[src/rtl/dmem_arbiter.sv]
`default_nettype none
// ==========================================================================
// dmem_arbiter: round-robin 2-port arbiter for a fixed-latency data memory
// Revision: 1.0
// ==========================================================================
module dmem_arbiter #(
  parameter int MEM_LAT = 2,
  parameter int AW      = 32,
  parameter int DW      = 32
) (
  input  logic          clk,
  input  logic          reset,
  input  logic          p0_req,
  input  logic          p0_we,
  input  logic [AW-1:0] p0_addr,
  input  logic [DW-1:0] p0_wdata,
  output logic          p0_ack,
  output logic          p0_err,
  output logic [DW-1:0] p0_rdata,
  input  logic          p1_req,
  input  logic          p1_we,
  input  logic [AW-1:0] p1_addr,
  input  logic [DW-1:0] p1_wdata,
  output logic          p1_ack,
  output logic          p1_err,
  output logic [DW-1:0] p1_rdata,
  output logic          mem_en,
  output logic          mem_we,
  output logic [AW-1:0] mem_addr,
  output logic [DW-1:0] mem_wdata,
  input  logic [DW-1:0] mem_rdata,
  output logic          busy,
  output logic          gnt_id
);

  typedef enum logic [1:0] {
    S_IDLE  = 2'd0,
    S_ISSUE = 2'd1,
    S_WAIT  = 2'd2,
    S_RESP  = 2'd3
  } state_t;

  localparam logic [3:0] LAT_LOAD = 4'(MEM_LAT - 1);
  localparam bit         HAS_WAIT = (MEM_LAT > 1);

  state_t        state_q, state_d;
  logic [3:0]    cnt_q, cnt_d;
  logic          gnt_q, gnt_d;
  logic          last_q, last_d;
  logic          we_q, we_d;
  logic          err_q, err_d;
  logic [AW-1:0] addr_q, addr_d;
  logic [DW-1:0] wdata_q, wdata_d;

  logic          any_req;
  logic          sel;
  logic          sel_we;
  logic [AW-1:0] sel_addr;
  logic [DW-1:0] sel_wdata;
  logic          resp;
  logic          rd_ok;

  // Contention goes to the port that did not win last time.
  always_comb begin
    any_req   = p0_req | p1_req;
    sel       = (p0_req & p1_req) ? ~last_q : p1_req;
    sel_we    = sel ? p1_we    : p0_we;
    sel_addr  = sel ? p1_addr  : p0_addr;
    sel_wdata = sel ? p1_wdata : p0_wdata;
  end

  always_comb begin
    state_d = state_q;
    cnt_d   = cnt_q;
    gnt_d   = gnt_q;
    last_d  = last_q;
    we_d    = we_q;
    err_d   = err_q;
    addr_d  = addr_q;
    wdata_d = wdata_q;
    case (state_q)
      S_IDLE: begin
        if (any_req) begin
          gnt_d   = sel;
          last_d  = sel;
          we_d    = sel_we;
          addr_d  = sel_addr;
          wdata_d = sel_wdata;
          if (sel_addr[1:0] == 2'b00) begin
            err_d   = 1'b0;
            state_d = S_ISSUE;
          end else begin
            err_d   = 1'b1;
            state_d = S_RESP;
          end
        end
      end
      S_ISSUE: begin
        cnt_d   = LAT_LOAD;
        state_d = HAS_WAIT ? S_WAIT : S_RESP;
      end
      S_WAIT: begin
        cnt_d = cnt_q - 4'd1;
        if (cnt_q == 4'd1) begin
          state_d = S_RESP;
        end
      end
      S_RESP: begin
        state_d = S_IDLE;
      end
      default: begin
        state_d = S_IDLE;
      end
    endcase
  end

  always_ff @(posedge clk or negedge reset) begin
    if (!reset) begin
      state_q <= S_IDLE;
      cnt_q   <= 4'd0;
      gnt_q   <= 1'b0;
      last_q  <= 1'b1;
      we_q    <= 1'b0;
      err_q   <= 1'b0;
      addr_q  <= '0;
      wdata_q <= '0;
    end else begin
      state_q <= state_d;
      cnt_q   <= cnt_d;
      gnt_q   <= gnt_d;
      last_q  <= last_d;
      we_q    <= we_d;
      err_q   <= err_d;
      addr_q  <= addr_d;
      wdata_q <= wdata_d;
    end
  end

  // A misaligned read never reached memory, so it returns zero data.
  always_comb begin
    resp      = (state_q == S_RESP);
    rd_ok     = resp & ~we_q & ~err_q;
    p0_ack    = resp & ~gnt_q;
    p1_ack    = resp & gnt_q;
    p0_err    = p0_ack & err_q;
    p1_err    = p1_ack & err_q;
    p0_rdata  = (rd_ok & ~gnt_q) ? mem_rdata : '0;
    p1_rdata  = (rd_ok & gnt_q)  ? mem_rdata : '0;
    mem_en    = (state_q == S_ISSUE);
    mem_we    = we_q & ((state_q == S_ISSUE) | (state_q == S_WAIT));
    mem_addr  = addr_q;
    mem_wdata = wdata_q;
    busy      = (state_q != S_IDLE);
    gnt_id    = gnt_q;
  end

endmodule
`default_nettype wire
[config.mk]
export PLATFORM = sky130hd
export DESIGN_NAME = dmem_arbiter
export DESIGN_NICKNAME = d
export VERILOG_FILES = /design/src/rtl/dmem_arbiter.sv
export SDC_FILE = /design/constraint.sdc
export NUM_CORES = 1
export LEC_CHECK = 0
export ABC_AREA = 0
export BUFFER_PORTS_ARGS = -buffer_cell sky130_fd_sc_hd__buf_2
export CAP_MARGIN = 20
export CORE_MARGIN = 2
export CORE_UTILIZATION = 30
export CTS_CLUSTER_SIZE = 24
export DETAILED_ROUTE_END_ITERATION = 8
export GPL_TIMING_DRIVEN = 0
export PLACE_DENSITY = 0.63
export SLEW_MARGIN = 20
export SYNTH_ARGS = -nofsm -noshare
export SYNTH_HDL_FRONTEND = slang
export SYNTH_SLANG_ARGS = --single-unit
[constraint.sdc]
create_clock -name clk -period 1.54 [get_ports clk]
set_input_delay 0 -clock clk [delete_from_list [all_inputs] [get_ports clk]]
set_output_delay 0 -clock clk [all_outputs]
set_load 0.005 [all_outputs]
==> results by group, run 1 <==
STA
  • RSZ-0062 raised after global routing: yes
  • Final setup skew: roughly 0.010 ns
  • Final setup TNS: -17.32 ns
  • Worst-Margin Slew: 0.5444 ns
  • Fmax: approximately 560 MHz
  • Post-layout minimum cycle time: 1.785 ns
  • Fin Hold WS: -0.01988 ns
  • Post-route setup slack: -0.2446 ns
  • Max_slew headroom: 0.6371
  • Max Transition Viols Final: 0
  • Hold Fails Final Rpt: 2
  • Final setup viols: around 110
  • Crit share post-route: 1.159

Outcome
  • Failing checks: hold timing, setup timing
  • Status: finished with violations

Drt
  • DRC: 0
  • First DRT Iteration DRCs: about 200
  • DRT Pass-1 Iters: 4
  • Wire per inst: 17.88 µm
  • Routed vias: 5,170
  • Final wirelength: 19,040 µm
  • Detail Route Antenna Nets: 0
  • Via/cell ratio: approximately 4.9

Critical path
  • CP Data Required Time: approximately 1.5 ns
  • Worst Path Max Fanout: 6
  • Worst setup SP type: register
  • Crit end category: primary output
  • Critical Path Slowest Stage Cell: dfrtp_1
  • Critical path cell sequence: ha_2, and2_4, nor3b_4, buf_6, buf_8, and2_4, buf_6
  • Setup CP Type: register to primary output
  • CP max stage delay: approximately 0.36 ns
  • Critical path arrival: 1.78 ns

Global routing
  • Largest net degree at the start of global routing: about 40
  • Vias in the first global route: 5,362
  • Initial antenna violation count: 1
  • GRT Residual Overflow: 0
  • Overall Global Routing Usage: 0.2388
  • Global-route wire length before repair: 26,790 µm

Power and ir drop
  • Pwr per Cell Area: 1451 mW/mm²
  • Leakage power: 0.004407 µW
  • Max VDD drop: 0.6796 mV

Yosys
  • Syn nets: 584
  • Synthesized area: between 0.004 and 0.005 mm²
  • Ys async rst share: 1.000
  • Synth warn: 0
  • Synth Area in Simple Gates: 0.1908
  • Largest family of logic cells by synthesized area: simple AND/OR/NAND/NOR gates
  • Post-synth cell types: 34
  • Synthesized flop and latch total: 74
  • Compound-gate portion of the synthesized area: 0.1106
  • Post-synth EDFFs: 0
  • Synth Area per Inst: 9.855 µm²
  • Mapped Cells: 412
  • Main flop type after synthesis: dfrtp_1
  • Post-synthesis xor/xnor area fraction: 0
  • Post-synthesis sequential area ratio: 0.4564
  • Post-synthesis mux area share: 0.1639
  • Adder-Cell Fraction of Synth Area: 0.01849

Cells and area
  • Share of cells above drive strength 1: 0.5124
  • Area Growth Syn to Fin: 111.2%
  • Finished Layout Cells: 1,065
  • Final nets: 1,055

Die
  • DIE AREA: 0.01448 mm²
  • Die X: 120.3 µm
  • I/O pins: 302
  • Row count: 42
  • Core ar.: 0.01324 mm²
  • Die height: between 100 and 150 µm
  • Initial core utilization: 0.3066

Clocking
  • Clock transition at the registers of the reported paths: 0.06 ns
  • Root Buffer: clkbuf_16
  • Clock latency on the worst-skew pair: 0.33 ns
  • Clk buf depth: 2
  • Clk sinks: 74
  • CTS HTree Levels: 3
  • Cts bufs inserted: 9
  • TritonCTS clock tree: yes

Placement
  • I/O Buffers: 301
  • Final Wtd Congestion: approximately 0.85
  • Placed cell count: 890
  • Hpwl dp: about 11,000 µm

Job
  • Max-Cap Viols: 0

Worst hold path
  • Hold Crit Class: primary input to register
-- synthesized netlist by cell type (all sizes together) (2+ instances only) --
master	count	area (µm²)
buf	17	167.6
nand2	66	247.7
nor3	4	20.02
a21oi	3	15.01
o21ai	72	360.3
dfrtp	73	1827
clkbuf	12	48.79
a22o	2	17.52
nor3b	4	41.29
mux2i	65	650.6
nor2b	2	20.02
inv	7	26.28
ha	6	75.07
and2	67	419.2
-- report_power, final --
| part | leakage [µW] | total, µW | internal, µW | switching [µW] |
|---|---|---|---|---|
| logic | 0.00334 | 6580 | 3620 | 2960 |
| registers | 0.000912 | 3540 | 2900 | 633 |
| clock network | 0.000157 | 2310 | 1480 | 839 |
| total | 0.00441 | 12400 | 8000 | 4430 |
-- cell usage in the layout (no fill, tap or decap), types with 4 or more instances in the layout --
| master | Yosys | final |
|---|---|---|
| nand2_1 | 66 | 62 |
| buf_2 | 1 | 249 |
| buf_6 | 6 | 64 |
| buf_8 | 1 | 14 |
| clkbuf_16 | 0 | 16 |
| buf_4 | 8 | 15 |
| and2_4 | 0 | 52 |
| mux2i_1 | 65 | 65 |
| buf_12 | 1 | 7 |
| and2_1 | 67 | 15 |
| dlygate4sd3_1 | 0 | 128 |
| nor3_1 | 4 | 4 |
| o21ai_1 | 9 | 37 |
| dfrtp_1 | 73 | 73 |
| o21ai_0 | 63 | 31 |
-- registers in the layout, summed over array words and instances, names as in the netlist --
name and count:
cnt_q 4, err_q 1, gnt_id 1, last_q 1, mem_addr 32, mem_wdata 32
state_q 2, we_q 1
-- cell families (layout without fill, tap and decap cells) --
kind of cell | Yosys count | after routing
AND/OR/NAND/NOR | 147 | 147
AO/OA/AOI/OAI | 83 | 83
flip-flops | 74 | 74
multiplexers | 66 | 66
buffers and inverters | 36 | 512
adder cells (fa/ha/maj) | 6 | 6
other | 0 | 1
-- per-stage QoR --
step	power, µW	area, µm²	setup WS (ns)	util	hold WS [ns]
floorplan	5795	4060	0.01804	-	-0.2956
global placement	7744	5787	-0.5183	0.4370	0.2037
detailed placement	7893	5809	-0.5894	0.4387	0.01352
CTS	11180	7901	-0.2644	0.5967	0.001657
global route	13200	8573	-0.3347	0.6474	0.006106
finish	12440	8573	-0.2446	0.6474	-0.01988
-- timing repair --
item	4_1_cts	5_1_grt
gates resized for setup	85	152
gates cloned	6	6
buffers inserted	12	6
endpoints found under the hold margin	103	1
endpoints found under the setup margin	133	136
hold buffers	126	2
pin swaps	33	29
-- worst max-delay path, delay by kind of cell (launching register included) --
| family | cells | cell delay [ns] |
|---|---|---|
| adders and majority gates | 1 | 0.20 |
| buffers and inverters | 3 | 0.38 |
| DFF | 1 | 0.36 |
| and+or+nand+nor | 3 | 0.52 |
-- area by class of cell --
type | count | area, µm²
diodes | 1 | 2.502
plain buffers | 29 | 400.4
clock buffers | 11 | 242.7
clock inverters | 5 | 85.08
fillers | 1000 | 4669
inverters | 7 | 28.78
multi-input cells | 302 | 2198
flip-flops and latches | 74 | 1853
well taps | 176 | 220.2
repair buffers | 460 | 3542
-- layer usage --
layer,vias to the layer above,global-route usage,part of all wire
met5,-,0,0
li1,2341,-,-
met2,290,0.4464,0.52
met4,0,0.1395,0.053
met3,85,0.05047,0.067
met1,2454,0.2438,0.36
-- worst paths after layout --
path	startpoint	end	slack (ns)	cells after the start
hold reg to reg	mem_addr[9]$_DFFE_PN0P_	mem_addr[9]$_DFFE_PN0P_	0.48	2
setup / recovery	state_q[1]$_DFFE_PN0P_	p1_rdata[28]	-0.24	7
max in group asynchronous	reset	last_q$_DFFE_PN1P_	0.69	3
hold / removal	p1_wdata[22]	mem_wdata[22]$_DFFE_PN0P_	-0.02	3
min in group asynchronous	reset	mem_wdata[3]$_DFFE_PN0P_	0.19	2
setup reg to reg	state_q[0]$_DFFE_PN0P_	mem_wdata[20]$_DFFE_PN0P_	-0.12	10
Power figures use the tool's default switching activity.
==> inputs of run 2 (changes only) <==
--- a/config.mk
+++ b/config.mk
@@ -14,6 +14,7 @@
 export DETAILED_ROUTE_END_ITERATION = 8
 export GPL_TIMING_DRIVEN = 0
 export PLACE_DENSITY = 0.63
+export REMOVE_ABC_BUFFERS = 1
 export SLEW_MARGIN = 20
 export SYNTH_ARGS = -nofsm -noshare
 export SYNTH_HDL_FRONTEND = slang
==> run 2 against run 1 <==
Against the previous run:
- the flow still finishes with violations (hold timing, setup timing)
- register-to-register slack lost 0.04 ns
- cell count decreased by 0.56%
- clock power down 3%
- fmax grew 0.17%
- clock-buffer cell count is 2 higher
- non-clock buffer count fell by 7
- combinational power is 8.4% higher
- hold slack better by 0.0042 ns
- setup slack better by 0.0030 ns
- total power rose by 4.0%
- die area stayed put
- sequential power hardly changed
- critical path type unchanged
- largest power group unchanged
==> results by group, run 2 (synthesis gave the netlist of run 1 again) <==
Outcome
  • Status: finished with violations
  • Failing checks: hold timing, setup timing

Clocking
  • TritonCTS clock tree: yes
  • Root Buffer: clkbuf_16
  • Clk sinks: between 70 and 80
  • Clock transition at the registers of the reported paths: approximately 0.060 ns
  • CTS HTree Levels: 3
  • Clock latency on the worst-skew pair: 0.33 ns
  • Clk buf depth: 2
  • Cts bufs inserted: 9

Critical path
  • CP Data Required Time: 1.54 ns
  • Crit end category: primary output
  • Setup CP Type: register to primary output
  • Critical path arrival: 1.78 ns
  • Worst Path Max Fanout: 6
  • Worst setup SP type: register

Drt
  • Via/cell ratio: 4.798
  • Final wirelength: 18,400 µm
  • First DRT Iteration DRCs: 205
  • Met3 wire length: 1411 µm
  • DRC: 0
  • DRT Pass-1 Iters: 4
  • Met2 routed WL: 9686 µm
  • Wl on met1: between 6000 and 7000 µm
  • Routed vias: between 5,000 and 6,000
  • Detail Route Antenna Nets: 0
  • Wire per inst: about 17 µm
  • Top sig layer: met4

Cells and area
  • Post-route cell area: 0.008529 mm²
  • Fill cell count: 973
  • Ant. Diodes: 0
  • Commonest cells after routing, fill and taps aside: buf_2, dlygate4sd3_1, dfrtp_1
  • Most common cell after layout, fill and taps aside: buf_2
  • Area Growth Syn to Fin: 110.1%
  • Fin util: 0.6441
  • Share of cells above drive strength 1: 0.5277
  • Final nets: 1,050

Placement
  • Final Wtd Congestion: 0.8126
  • I/O Buffers: 301
  • Hpwl dp: roughly 9600 µm
  • DP Area: around 0.0058 mm²

Die
  • Die height: 120.3 µm
  • Row count: 42
  • Die X: 120.3 µm
  • Core ar.: between 0.01 and 0.015 mm²
  • Initial core utilization: 0.3066
  • I/O pins: 302
  • DIE AREA: approximately 0.014 mm²

Global routing
  • Vias in the first global route: 5,072
  • Largest net degree at the start of global routing: 43
  • Overall Global Routing Usage: 0.2184
  • Initial antenna violation count: 0
  • GRT Residual Overflow: 0
  • Global-route wire length before repair: 24,880 µm

Power and ir drop
  • Sequential Power Share: 0.275
  • Sw Ratio: 0.3618
  • Pwr per Cell Area: 1517 mW/mm²
  • Leakage power: 0.004407 µW
  • Clock share of power: 0.174
  • Internal power: approximately 8300 µW
  • Max VDD drop: 0.8376 mV
  • Total power: 12,940 µW
  • Combinational share of power: 0.551
  • NetSw: between 4000 and 5000 µW

STA
  • Max_slew headroom: 0.6961
  • Final setup TNS: -17.84 ns
  • Max Transition Viols Final: 0
  • Post-layout minimum cycle time: 1.782 ns
  • Post-route setup slack: -0.2415 ns
  • Final setup skew: 0.008973 ns
  • Fin Hold WS: -0.01566 ns
  • Final setup viols: 126
  • Hold Fails Final Rpt: 4
  • Worst-Margin Slew: 0.4559 ns
  • RSZ-0062 raised after global routing: yes
  • Fmax: around 560 MHz
  • Crit share post-route: 1.157

Job
  • Max-Cap Viols: 0

Worst hold path
  • Hold Crit Class: primary input to register
-- run 2: cell type report --
class	count	area (µm²)	area share
inverters	7	33.78	0.003961
multi-input cells	304	2278	0.2671
clock inverters	3	45.04	0.005281
flip-flops and latches	74	1853	0.2173
clock buffers	13	280.3	0.03286
well taps	176	220.2	0.02582
repair buffers	482	3819	0.4477
-- run 2: worst max-delay path, stage by stage, from the launching register on --
cell,delay [ns]
dfrtp_1,0.38
ha_2,0.20
nor2b_4,0.14
nor3b_4,0.23
buf_6,0.16
buf_6,0.12
and2_4,0.14
buf_6,0.08
-- run 2: path summary, 6_finish.rpt --
path / startpoint / endpoint / slack (ns) / depth (start not counted)
min: p0_wdata[31] / mem_wdata[31]$_DFFE_PN0P_ / -0.02 / 3
max: state_q[0]$_DFFE_PN0P_ / p0_rdata[8] / -0.24 / 7
min in group asynchronous: reset / mem_wdata[8]$_DFFE_PN0P_ / 0.18 / 2
max reg2reg: state_q[0]$_DFFE_PN0P_ / mem_addr[28]$_DFFE_PN0P_ / -0.16 / 10
max in group asynchronous: reset / last_q$_DFFE_PN1P_ / 0.73 / 3
min reg2reg: mem_wdata[28]$_DFFE_PN0P_ / mem_wdata[28]$_DFFE_PN0P_ / 0.48 / 2
-- run 2: through the flow --
step | instances | setup WS (ns)
after floorplan | 383 | -2.973
after global placement | 860 | -4.963
after detailed placement | 869 | -0.3727
after CTS | 1033 | -0.2048
after global routing | 1059 | -0.3235
final | 1059 | -0.2415
-- run 2: repair_timing --
item | 4_1_cts | 5_1_grt
endpoints found under the hold margin | 92 | 2
setup endpoints to repair | 126 | 114
resized for setup | 60 | 130
setup buffers | 23 | 9
gates cloned | 7 | 17
pin swaps | 25 | 16
hold buffers | 119 | 3
-- run 2: power groups by stage --
stage / sequential, µW / clock [µW] / combinational, µW
floorplan: 3500 / 0 / 1990
global placement: 3400 / 0 / 3670
detailed placement: 3480 / 0 / 4330
CTS: 3480 / 2300 / 5460
global route: 3660 / 2380 / 7650
finish: 3560 / 2250 / 7130
-- run 2: per-layer routing --
layer,track usage,up-vias
li1,-,2335
met1,0.2348,2420
met2,0.4070,279
met3,0.05000,47
met4,0.09520,0
met5,0,-
==> inputs of run 3 (changes only) <==
--- a/config.mk
+++ b/config.mk
@@ -15,6 +15,7 @@
 export GPL_TIMING_DRIVEN = 0
 export PLACE_DENSITY = 0.63
 export REMOVE_ABC_BUFFERS = 1
+export SKIP_CTS_REPAIR_TIMING = 1
 export SLEW_MARGIN = 20
 export SYNTH_ARGS = -nofsm -noshare
 export SYNTH_HDL_FRONTEND = slang
==> run 3 against run 2 <==
Against the previous run:
- highest routed layer unchanged
- setup slack better by 0.035 ns
- critical endpoint is now p1_rdata[19]
- sequential power down 1%
- the run still ends with hold timing, setup timing left
- non-clock buffer count down 33
==> results by group, run 3 (synthesis gave the netlist of run 1 again) <==
Outcome
  • Status: finished with violations
  • Failing checks: hold timing, setup timing

Global routing
  • Global-route wire length before repair: 18,430 µm
  • Initial antenna violation count: 0
  • Vias in the first global route: 3,926
  • GRT Residual Overflow: 0
  • Largest net degree at the start of global routing: 43
  • Overall Global Routing Usage: 0.1595

Power and ir drop
  • Leakage power: ~0.0041 µW
  • Max VDD drop: 0.7984 mV
  • NetSw: 4066 µW
  • Clock share of power: 0.197
  • Pwr per Cell Area: between 1000 and 1500 mW/mm²
  • Sequential Power Share: 0.308
  • Internal power: around 7300 µW
  • Combinational share of power: 0.494
  • Sw Ratio: 0.3576

STA
  • Crit share post-route: 1.134
  • Max Transition Viols Final: 0
  • Hold Fails Final Rpt: 16
  • RSZ-0062 raised after global routing: yes
  • Final setup viols: 91
  • Fin Hold WS: -0.03581 ns
  • Fmax: 572.5 MHz
  • Post-layout minimum cycle time: approximately 1.7 ns
  • Max_slew headroom: 0.6838
  • Final setup skew: around 0.0065 ns
  • Post-route setup slack: -0.2068 ns
  • Worst-Margin Slew: 0.4742 ns

Critical path
  • CP max stage delay: 0.40 ns
  • CP bufs+invs: 2
  • Reg-to-reg critical path endpoint: mem_wdata[2]$_DFFE_PN0P_
  • Critical path arrival: approximately 1.8 ns
  • Critical path's top delay family: simple AND/OR/NAND/NOR gates
  • R2R cell count: 6
  • Critical path cell sequence: ha_2, and2_1, nor3b_4, buf_4, and2_1, buf_2
  • Critical Path Slowest Stage Cell: dfrtp_1
  • Worst setup SP type: register
  • Crit-path most repeated cell: and2_1
  • R2R Setup Slk: -0.12 ns
  • Worst path depth: 6
  • Worst Path Max Fanout: 7
  • Setup CP Type: register to primary output
  • Reg-to-Reg Start: last_q$_DFFE_PN1P_
  • Crit path from: state_q[1]$_DFFE_PN0P_
  • CP Data Required Time: 1.54 ns
  • Crit end category: primary output
  • Critical path destination: p1_rdata[19]

Drt
  • Detail Route Antenna Nets: 0
  • Wire per inst: 15.73 µm
  • DRT Pass-1 Iters: 4
  • Routed vias: 4,803
  • Final wirelength: 16,140 µm
  • First DRT Iteration DRCs: between 150 and 200
  • DRC: 0
  • Via/cell ratio: between 4 and 5

Clocking
  • TritonCTS clock tree: yes
  • CTS HTree Levels: 3
  • Clock transition at the registers of the reported paths: approximately 0.06 ns
  • Root Buffer: clkbuf_16
  • Clk sinks: 74
  • Clk buf depth: 2
  • Cts bufs inserted: 9
  • Clock latency on the worst-skew pair: 0.33 ns

Cells and area
  • Fill cell count: roughly 1,100
  • Fin util: 0.5825
  • Ant. Diodes: 0
  • Area Growth Syn to Fin: 89.98%
  • Most common cell after layout, fill and taps aside: buf_2
  • Share of cells above drive strength 1: 0.4835
  • Commonest cells after routing, fill and taps aside: buf_2, dlygate4sd3_1, dfrtp_1
  • Final nets: 1,017
  • Post-route cell area: 0.007714 mm²

Job
  • Max-Cap Viols: 0

Placement
  • DP Area: 0.005816 mm²
  • Final Wtd Congestion: between 0.8 and 0.9
  • I/O Buffers: 301
  • Hpwl dp: about 9600 µm

Die
  • Initial core utilization: 0.3066
  • I/O pins: between 300 and 400
  • Core ar.: 0.01324 mm²
  • DIE AREA: 0.01448 mm²
  • Row count: 42
  • Die height: 120.3 µm
  • Die X: 120.3 µm

Worst hold path
  • Hold Crit Class: primary input to register
==> run 3: area by class of cell <==
| cell class | count | area, µm² | share of cell area |
|---|---|---|---|
| tap | 176 | 220.2 | 0.02855 |
| sequential | 74 | 1853 | 0.2402 |
| multi-input combinational | 304 | 2177 | 0.2822 |
| inverter | 7 | 26.28 | 0.003406 |
| timing repair buffer | 449 | 3112 | 0.4034 |
| clock inverter | 3 | 45.04 | 0.005839 |
| clock buffer | 13 | 280.3 | 0.03633 |
==> run 3: power groups by stage <==
stage / Combinational, µW / Clock [µW] / Sequential, µW
2_1_floorplan: 1990 / 0 / 3500
3_3_place_gp: 3670 / 0 / 3400
3_5_place_dp: 4330 / 0 / 3480
4_1_cts: 4320 / 2300 / 3470
5_1_grt: 6160 / 2370 / 3620
6_report: 5620 / 2240 / 3510
==> run 3: tightest hold or removal path, delay by kind of cell <==
kind | cells | cell delay, ns
compound gates | 1 | 0.13
buf+inv | 1 | 0.07
mux | 1 | 0.05
==> run 3: layer usage <==
| layer | wire length, µm | GRT usage | up-vias |
|---|---|---|---|
| met1 | 5902 | 0.1763 | 2258 |
| met3 | 1135 | 0.03821 | 39 |
| met2 | 8670 | 0.2958 | 239 |
| met4 | 437 | 0.05814 | 0 |
| met5 | 0 | 0 | - |
| li1 | - | - | 2267 |
==> run 3: how the worst min path moves through the flow <==
stage | from | endpoint | slack, ns | cells after the start
3_3_place_gp | p0_req | last_q$_DFFE_PN1P_ | 0.20 | 2
3_5_place_dp | reset | mem_wdata[8]$_DFFE_PN0P_ | -0.01 | 1
2_1_floorplan | reset | cnt_q[0]$_DFFE_PN0P_ | -0.30 | 0
6_report | p0_addr[17] | mem_addr[17]$_DFFE_PN0P_ | -0.04 | 3
4_1_cts | reset | mem_wdata[28]$_DFFE_PN0P_ | -0.37 | 1
5_1_grt | p1_addr[26] | mem_addr[26]$_DFFE_PN0P_ | -0.004 | 3
==> run 3: per-stage QoR <==
stage                     power [µW]  instances  setup WS, ns  setup TNS [ns]
final                          11370       1026       -0.2068          -12.83
after floorplan                 5485        383        -2.973         -218.03
after CTS                      10090        885       -0.6679          -49.76
after detailed placement        7809        869       -0.3727          -25.75
after global routing           12140       1026       -0.3100          -21.39
after global placement          7072        860        -4.963         -373.19
